===== config.mk =====
export PLATFORM = sky130hd
export DESIGN_NAME = mips_cpu
export DESIGN_NICKNAME = d
export VERILOG_FILES = /design/src/rtl/mips_cpu.sv
export SDC_FILE = /design/constraint.sdc
export NUM_CORES = 2
export LEC_CHECK = 0
export CAP_MARGIN = 15
export CORE_MARGIN = 2
export CORE_UTILIZATION = 60
export CTS_CLUSTER_DIAMETER = 120
export DETAILED_ROUTE_END_ITERATION = 8
export HOLD_SLACK_MARGIN = 0.08
export PLACE_DENSITY = 0.82
export SYNTH_ARGS = -nofsm -noshare
export SYNTH_HDL_FRONTEND = slang
export SYNTH_SLANG_ARGS = --single-unit

===== constraint.sdc =====
create_clock -name clk -period 7.9 [get_ports clk]
set_clock_uncertainty 0.05 [all_clocks]
set_input_delay 0.79 -clock clk [delete_from_list [all_inputs] [get_ports clk]]
set_output_delay 0.79 -clock clk [all_outputs]
set_load 0.005 [all_outputs]

===== src/rtl/mips_cpu.sv =====
// mips_cpu: 5-stage MIPS-subset core (F/D/E/M/W) with D-stage branches,
// full forwarding, and load/ALU hazard stalls.
module mips_cpu #(
  parameter logic [31:0] RESET_PC = 32'h0000_3000
) (
  input  logic        clk,
  input  logic        reset,
  output logic [31:0] i_inst_addr,
  input  logic [31:0] i_inst_rdata,
  output logic [31:0] m_data_addr,
  input  logic [31:0] m_data_rdata,
  output logic [31:0] m_data_wdata,
  output logic [3:0]  m_data_byteen,
  output logic [31:0] m_inst_addr,
  output logic        w_grf_we,
  output logic [4:0]  w_grf_addr,
  output logic [31:0] w_grf_wdata,
  output logic [31:0] w_inst_addr
);

  localparam logic [5:0] OP_RT  = 6'h00;
  localparam logic [5:0] OP_ORI = 6'h0d;
  localparam logic [5:0] OP_LUI = 6'h0f;
  localparam logic [5:0] OP_LW  = 6'h23;
  localparam logic [5:0] OP_LH  = 6'h21;
  localparam logic [5:0] OP_LB  = 6'h20;
  localparam logic [5:0] OP_SW  = 6'h2b;
  localparam logic [5:0] OP_SH  = 6'h29;
  localparam logic [5:0] OP_SB  = 6'h28;
  localparam logic [5:0] OP_BEQ = 6'h04;
  localparam logic [5:0] OP_BNE = 6'h05;
  localparam logic [5:0] OP_JAL = 6'h03;
  localparam logic [5:0] FN_ADD = 6'h20;
  localparam logic [5:0] FN_SUB = 6'h22;
  localparam logic [5:0] FN_JR  = 6'h08;

  function automatic logic f_add(input logic [31:0] i);
    return i[31:26] == OP_RT && i[5:0] == FN_ADD;
  endfunction

  function automatic logic f_sub(input logic [31:0] i);
    return i[31:26] == OP_RT && i[5:0] == FN_SUB;
  endfunction

  function automatic logic f_jr(input logic [31:0] i);
    return i[31:26] == OP_RT && i[5:0] == FN_JR;
  endfunction

  function automatic logic f_load(input logic [31:0] i);
    return i[31:26] == OP_LW || i[31:26] == OP_LH
        || i[31:26] == OP_LB;
  endfunction

  function automatic logic f_store(input logic [31:0] i);
    return i[31:26] == OP_SW || i[31:26] == OP_SH
        || i[31:26] == OP_SB;
  endfunction

  function automatic logic f_br(input logic [31:0] i);
    return i[31:26] == OP_BEQ || i[31:26] == OP_BNE;
  endfunction

  // lui and jal results are known as soon as they enter E
  function automatic logic f_early(input logic [31:0] i);
    return i[31:26] == OP_LUI || i[31:26] == OP_JAL;
  endfunction

  function automatic logic f_wr(input logic [31:0] i);
    return f_add(i) || f_sub(i) || f_load(i) || f_early(i)
        || i[31:26] == OP_ORI;
  endfunction

  function automatic logic [4:0] f_dst(input logic [31:0] i);
    logic [4:0] r;
    r = 5'd0;
    if (f_add(i) || f_sub(i)) r = i[15:11];
    else if (i[31:26] == OP_JAL) r = 5'd31;
    else if (f_wr(i)) r = i[20:16];
    return r;
  endfunction

  logic [31:0] pc_q, pc_d;
  logic [31:0] fd_instr_q, fd_pc_q;
  logic [31:0] de_instr_q, de_pc_q, de_rs_q, de_rt_q;
  logic [31:0] em_instr_q, em_pc_q, em_res_q, em_rt_q;
  logic [31:0] mw_instr_q, mw_pc_q, mw_res_q;
  logic [31:0] grf_q [32];

  logic        w_we;
  logic [4:0]  w_dst;
  assign w_we  = f_wr(mw_instr_q);
  assign w_dst = f_dst(mw_instr_q);

  logic        e_wr, e_rdy, e_ld;
  logic [4:0]  e_dst;
  logic [31:0] e_val;
  assign e_wr  = f_wr(de_instr_q);
  assign e_rdy = f_early(de_instr_q);
  assign e_ld  = f_load(de_instr_q);
  assign e_dst = f_dst(de_instr_q);
  assign e_val = (de_instr_q[31:26] == OP_JAL)
               ? de_pc_q + 32'd8
               : {de_instr_q[15:0], 16'h0000};

  logic        m_wr, m_ld;
  logic [4:0]  m_dst;
  assign m_wr  = f_wr(em_instr_q);
  assign m_ld  = f_load(em_instr_q);
  assign m_dst = f_dst(em_instr_q);

  // D stage
  logic [4:0]  d_rs, d_rt;
  logic [31:0] d_rs_raw, d_rt_raw, d_rs_v, d_rt_v;
  assign d_rs = fd_instr_q[25:21];
  assign d_rt = fd_instr_q[20:16];

  assign d_rs_raw = (d_rs == 5'd0) ? 32'h0
                  : (w_we && w_dst == d_rs) ? mw_res_q
                  : grf_q[d_rs];
  assign d_rt_raw = (d_rt == 5'd0) ? 32'h0
                  : (w_we && w_dst == d_rt) ? mw_res_q
                  : grf_q[d_rt];

  assign d_rs_v = (d_rs == 5'd0) ? 32'h0
                : (e_wr && e_dst == d_rs) ? e_val
                : (m_wr && m_dst == d_rs) ? em_res_q
                : d_rs_raw;
  assign d_rt_v = (d_rt == 5'd0) ? 32'h0
                : (e_wr && e_dst == d_rt) ? e_val
                : (m_wr && m_dst == d_rt) ? em_res_q
                : d_rt_raw;

  logic d_br, d_jr, d_jal;
  logic use_rs_d, use_rt_d, use_rs_e, use_rt_e;
  assign d_br  = f_br(fd_instr_q);
  assign d_jr  = f_jr(fd_instr_q);
  assign d_jal = fd_instr_q[31:26] == OP_JAL;

  assign use_rs_d = d_br || d_jr;
  assign use_rt_d = d_br;
  assign use_rs_e = f_add(fd_instr_q) || f_sub(fd_instr_q)
                 || f_load(fd_instr_q) || f_store(fd_instr_q)
                 || fd_instr_q[31:26] == OP_ORI;
  assign use_rt_e = f_add(fd_instr_q) || f_sub(fd_instr_q);

  logic stall_rs, stall_rt, stall;
  assign stall_rs = d_rs != 5'd0 && (
      (use_rs_d && ((e_wr && e_dst == d_rs && !e_rdy)
                 || (m_ld && m_dst == d_rs)))
   || (use_rs_e && e_ld && e_dst == d_rs));
  assign stall_rt = d_rt != 5'd0 && (
      (use_rt_d && ((e_wr && e_dst == d_rt && !e_rdy)
                 || (m_ld && m_dst == d_rt)))
   || (use_rt_e && e_ld && e_dst == d_rt));
  assign stall = stall_rs || stall_rt;

  logic        d_take, d_go;
  logic [31:0] d_sext, d_btgt, d_jtgt;
  assign d_take = (fd_instr_q[31:26] == OP_BEQ && d_rs_v == d_rt_v)
               || (fd_instr_q[31:26] == OP_BNE && d_rs_v != d_rt_v);
  assign d_go   = !stall;
  assign d_sext = {{16{fd_instr_q[15]}}, fd_instr_q[15:0]};
  assign d_btgt = fd_pc_q + 32'd4 + (d_sext << 2);
  assign d_jtgt = {fd_pc_q[31:28], fd_instr_q[25:0], 2'b00};

  always_comb begin
    pc_d = pc_q + 32'd4;
    unique case (1'b1)
      stall:           pc_d = pc_q;
      d_go && d_jal:   pc_d = d_jtgt;
      d_go && d_jr:    pc_d = d_rs_v;
      d_go && d_take:  pc_d = d_btgt;
      default: ;
    endcase
  end

  // E stage
  logic [4:0]  e_rs, e_rt;
  logic [31:0] e_rs_v, e_rt_v, e_sext, e_res;
  assign e_rs = de_instr_q[25:21];
  assign e_rt = de_instr_q[20:16];

  assign e_rs_v = (e_rs != 5'd0 && m_wr && m_dst == e_rs) ? em_res_q
                : (e_rs != 5'd0 && w_we && w_dst == e_rs) ? mw_res_q
                : de_rs_q;
  assign e_rt_v = (e_rt != 5'd0 && m_wr && m_dst == e_rt) ? em_res_q
                : (e_rt != 5'd0 && w_we && w_dst == e_rt) ? mw_res_q
                : de_rt_q;
  assign e_sext = {{16{de_instr_q[15]}}, de_instr_q[15:0]};

  always_comb begin
    e_res = 32'h0;
    unique case (1'b1)
      f_load(de_instr_q) || f_store(de_instr_q):
        e_res = e_rs_v + e_sext;
      f_add(de_instr_q):
        e_res = e_rs_v + e_rt_v;
      f_sub(de_instr_q):
        e_res = e_rs_v - e_rt_v;
      de_instr_q[31:26] == OP_ORI:
        e_res = e_rs_v | {16'h0, de_instr_q[15:0]};
      e_rdy:
        e_res = e_val;
      default: ;
    endcase
  end

  // M stage: a load sitting in W may still owe this store its data
  logic [4:0]  m_rt;
  logic [31:0] m_st_v, m_wd, m_res;
  logic [3:0]  m_be;
  logic [4:0]  m_sh;
  logic [7:0]  m_byte;
  logic [15:0] m_half;
  logic [5:0]  m_op;
  assign m_op = em_instr_q[31:26];
  assign m_rt = em_instr_q[20:16];
  assign m_sh = {em_res_q[1:0], 3'b000};
  assign m_st_v = (m_rt != 5'd0 && w_we && w_dst == m_rt)
                ? mw_res_q : em_rt_q;

  always_comb begin
    m_be = 4'b0000;
    m_wd = 32'h0;
    unique case (1'b1)
      m_op == OP_SW: begin
        m_be = 4'b1111;
        m_wd = m_st_v;
      end
      m_op == OP_SH: begin
        m_be = 4'b0011 << em_res_q[1:0];
        m_wd = {16'h0, m_st_v[15:0]} << m_sh;
      end
      m_op == OP_SB: begin
        m_be = 4'b0001 << em_res_q[1:0];
        m_wd = {24'h0, m_st_v[7:0]} << m_sh;
      end
      default: ;
    endcase
  end

  always_comb begin
    m_byte = m_data_rdata[7:0];
    unique case (em_res_q[1:0])
      2'd1: m_byte = m_data_rdata[15:8];
      2'd2: m_byte = m_data_rdata[23:16];
      2'd3: m_byte = m_data_rdata[31:24];
      default: ;
    endcase
  end
  assign m_half = em_res_q[1] ? m_data_rdata[31:16]
                              : m_data_rdata[15:0];

  always_comb begin
    m_res = em_res_q;
    unique case (1'b1)
      m_op == OP_LW: m_res = m_data_rdata;
      m_op == OP_LH: m_res = {{16{m_half[15]}}, m_half};
      m_op == OP_LB: m_res = {{24{m_byte[7]}}, m_byte};
      default: ;
    endcase
  end

  // pipeline state
  always_ff @(posedge clk) begin
    if (reset) begin
      pc_q       <= RESET_PC;
      fd_instr_q <= 32'h0;
      fd_pc_q    <= 32'h0;
      de_instr_q <= 32'h0;
      de_pc_q    <= 32'h0;
      de_rs_q    <= 32'h0;
      de_rt_q    <= 32'h0;
      em_instr_q <= 32'h0;
      em_pc_q    <= 32'h0;
      em_res_q   <= 32'h0;
      em_rt_q    <= 32'h0;
      mw_instr_q <= 32'h0;
      mw_pc_q    <= 32'h0;
      mw_res_q   <= 32'h0;
    end else begin
      pc_q <= pc_d;
      if (!stall) begin
        fd_instr_q <= i_inst_rdata;
        fd_pc_q    <= pc_q;
        de_instr_q <= fd_instr_q;
        de_pc_q    <= fd_pc_q;
        de_rs_q    <= d_rs_v;
        de_rt_q    <= d_rt_v;
      end else begin
        de_instr_q <= 32'h0;
        de_pc_q    <= 32'h0;
        de_rs_q    <= 32'h0;
        de_rt_q    <= 32'h0;
      end
      em_instr_q <= de_instr_q;
      em_pc_q    <= de_pc_q;
      em_res_q   <= e_res;
      em_rt_q    <= e_rt_v;
      mw_instr_q <= em_instr_q;
      mw_pc_q    <= em_pc_q;
      mw_res_q   <= m_res;
    end
  end

  always_ff @(posedge clk) begin
    if (reset) begin
      for (int i = 0; i < 32; i++) grf_q[i] <= 32'h0;
    end else if (w_we && w_dst != 5'd0) begin
      grf_q[w_dst] <= mw_res_q;
    end
  end

  assign i_inst_addr   = pc_q;
  assign m_data_addr   = em_res_q;
  assign m_data_wdata  = m_wd;
  assign m_data_byteen = reset ? 4'b0000 : m_be;
  assign m_inst_addr   = reset ? 32'h0 : em_pc_q;
  assign w_grf_we      = !reset && w_we;
  assign w_grf_addr    = reset ? 5'd0 : w_dst;
  assign w_grf_wdata   = reset ? 32'h0 : mw_res_q;
  assign w_inst_addr   = reset ? 32'h0 : mw_pc_q;

endmodule


==> out/qor.txt <==
Final Cell Area -> 0.0915 sq mm
WL per Instance -> 37.0 um
Std-Cell Rows -> 134
final setup fails -> 0
met3 WL -> 51600 um
pin count of the biggest net entering global routing -> 172
fin crit share -> 95.9%
post-route DRC violation count -> 0
GP Congestion -> 1.06
number of flip-flops in the largest register -> 1024
post-DP HPWL -> 215000 um
Die Width -> 371 um
initial antenna violation count -> 48
worst reg-to-reg setup slack -> 320 ps
H-tree levels -> 4
Post-synth ARST share -> 0%
Worst Hold End -> mw_instr_q[14]$_SDFF_PP0_
core footprint -> 0.134 sq mm
Final nets -> 6979
vias per std cell -> 7.34
Fin. Hold Viols -> 0
Clock transition at path regs -> 60 ps
Crit path required time -> 8560 ps
total grt overflow -> 0
max-cap viol count -> 0
ANT nets after route -> 1
Syn Std Cell Area -> 0.0808 sq mm
Final min period -> 7580 ps
die area -> 0.138 sq mm
Worst-Margin Slew -> 1300 ps
Clock Sinks -> 1460
post-CTS setup buffers -> 0
initial core utilization -> 60.5%
post-synthesis sequential area ratio -> 48.8%
Cell Pwr Density -> 206 mW/mm^2
routed via count -> 64180
hold depth -> 2
Min-Delay Path Class -> in -> reg
number of synthesized flops with an enable pin -> 1024
Post-DP Area -> 0.0864 sq mm
R2R Path End -> m_data_addr[29]$_SDFF_PP0_
insertion delay to the later sink of the worst-skew pair -> 830 ps
Data arrival, critical path -> 8240 ps
M1 WL -> 113000 um
Die H -> 371 um
top_reg_cell synth -> edfxtp_1
Ys Warns -> 0
CTS Hold Bufs -> 0
Synth top area share -> 38.0%
reg2reg start -> mw_instr_q[4]$_SDFF_PP0_
Longest Clk Path Bufs -> 3
IO buf count -> 267
register bit total from synthesis -> 1460
failing checks -> antenna violations
cell at the root of the clock tree -> clkbuf_16
cell count after synthesis -> 6663
most common cell type on the critical path -> a21oi_1
fill cell count -> 9108
Leak -> 32.5 nW
CTS tree -> done
drt initial violations -> 11979
Slew Limit Fails -> 0
met2 WL -> 135000 um
Syn-to-layout area delta -> 13.2%
Startpoint Class -> flop
Mean Syn Cell Area -> 12.1 sq um
WS Path Type -> reg -> reg
vias in the first global route -> 62601
Crit path largest cell delay -> 640 ps
Peak VDD IR -> 0.223 mV
Total GRT Usage -> 46.7%
share of post-route cells with drive strength above 1 -> 19.9%
critical path fanouts, max -> 29
Slew headroom -> 12.1%
routed wire length -> 323000 um
outcome -> finished, violations left
Initial DRT Pass Iterations -> 9
hold wc startpoint -> reset
post-synthesis cell type count -> 106
Slowest-stage cell, CP -> or4_1
first-pass GRT wire length -> 452000 um
uppermost routed layer -> met5
CTS buffer count -> 154
FF-to-FF path depth -> 28
area leader, netlist -> edfxtp_1
largest register by flop count -> grf_q
PostCTS Resize Cnt -> 0
Crit. End Element -> flop
main area contributors after synthesis -> edfxtp_1 38%, mux4_2 18%, dfxtp_1 11%
final design utilization -> 68.5%
FMAX -> 0.132 GHz
Ports -> 268
[critical path, delay by kind of cell, from the launching register on]
family / cells / cell delay, ps
AO/OA/AOI/OAI: 12 / 2260
XOR/XNOR: 2 / 330
adder cells (fa/ha/maj): 1 / 300
buffers and inverters: 2 / 450
flip-flops: 1 / 320
AND/OR/NAND/NOR: 11 / 3750
[placed cells by master, fill, tap and decap left out, drive strengths merged, types with 41 or more instances in the layout]
cell type      synthesis  layout
and3                  41      41
o22ai                 41      41
mux2i                148     148
nor2                 385     385
mux4                 640     640
buf                  124     324
a21oi                322     322
nor3                 178     178
or3                   62      62
nand2                336     336
clkbuf               498     184
edfxtp              1024    1024
o21ai                202     202
xnor2                114     114
nand3                 74      74
and2                1032    1032
inv                   80      83
dfxtp                436     436
a211oi                46      46
clkdlybuf4s50          0     266
clkinv                 2      80
xor2                  60      60
nor2b                171     171
ha                    93      93
[worst max-delay path by stage]
stage          cells after the start                         end                 startpoint
2_1_floorplan                     30  m_data_addr[30]$_SDFF_PP0_  mw_instr_q[30]$_SDFF_PP0_
3_3_place_gp                      28  m_data_addr[30]$_SDFF_PP0_  mw_instr_q[28]$_SDFF_PP0_
3_5_place_dp                      27  m_data_addr[27]$_SDFF_PP0_  mw_instr_q[28]$_SDFF_PP0_
4_1_cts                           27  m_data_addr[27]$_SDFF_PP0_  mw_instr_q[27]$_SDFF_PP0_
5_1_grt                           29  m_data_addr[29]$_SDFF_PP0_   em_instr_q[3]$_SDFF_PP0_
6_report                          28  m_data_addr[29]$_SDFF_PP0_   mw_instr_q[4]$_SDFF_PP0_
[report_power, final]
part | total [mW] | switching (mW) | leakage [nW] | internal [mW]
Clock | 7.27 | 3.26 | 2.44 | 4.02
Sequential | 8.76 | 0.295 | 14.0 | 8.46
Combinational | 2.81 | 1.69 | 16.0 | 1.12
[stage by stage]
stage          worst slack (ps)  power [mW]  TNS (ps)  std cells  hold WS [ps]
3_3_place_gp                374        11.5         0       8430           394
3_5_place_dp                241        11.5         0       8430           401
4_1_cts                     172        18.7         0       8709           386
5_1_grt                   -18.5        19.1     -18.5       8713           426
6_report                    320        18.8         0       8740           366
2_1_floorplan               744        10.4         0       6694           384
[Yosys cell counts (all sizes together) (10+ instances only)]
library cell and number:
o31ai 21, nor2 385, o21a 21, o221ai 16, o32ai 13, nand2 336
or3 62, nand2b 20, or2 40, buf 124, nor4 37, a32o 10
a21boi 14, a32oi 15, a21oi 322, and3 41, nand3 74, a211o 10
xnor2 114, a21o 20, inv 80, ha 93, and2 1032, nand4 26
o21ai 202, a222oi 17, o31a 11, nor2b 171, nor3 178, o311ai 32
a31oi 38, edfxtp 1024, a211oi 46, dfxtp 436, mux4 640, xor2 60
o22ai 41, or4 15, a221oi 28, clkbuf 498, mux2 26, mux2i 148
o211ai 22
[final cells by class]
cell class	count	area (sq um)	share of cell area, %
diodes	31	77.6	0.0847
clock buffers	184	4120	4.50
clock inverters	95	878	0.959
inverters	82	308	0.336
multi-input cells	4530	39000	42.6
flip-flops and latches	1460	39500	43.2
well taps	1768	2210	2.42
repair buffers	590	5400	5.90
[cell families (layout without fill, tap and decap cells)]
kind of cell	after synthesis	after routing	synth area share, %
flip-flops	1460	1460	48.8
other	1	63	0.00464
buffers and inverters	704	951	3.37
AND/OR/NAND/NOR	2451	2451	16.6
adder cells (fa/ha/maj)	95	95	1.49
multiplexers	814	814	20.1
XOR/XNOR	174	174	1.89
AO/OA/AOI/OAI	964	964	7.68
[layer usage]
metal	vias up	global-route usage [%]
met4	20	28.6
met3	1322	16.5
met5	-	0
li1	25213	-
met2	6099	65.3
met1	31526	62.5
(Power assumes the default switching activity.)
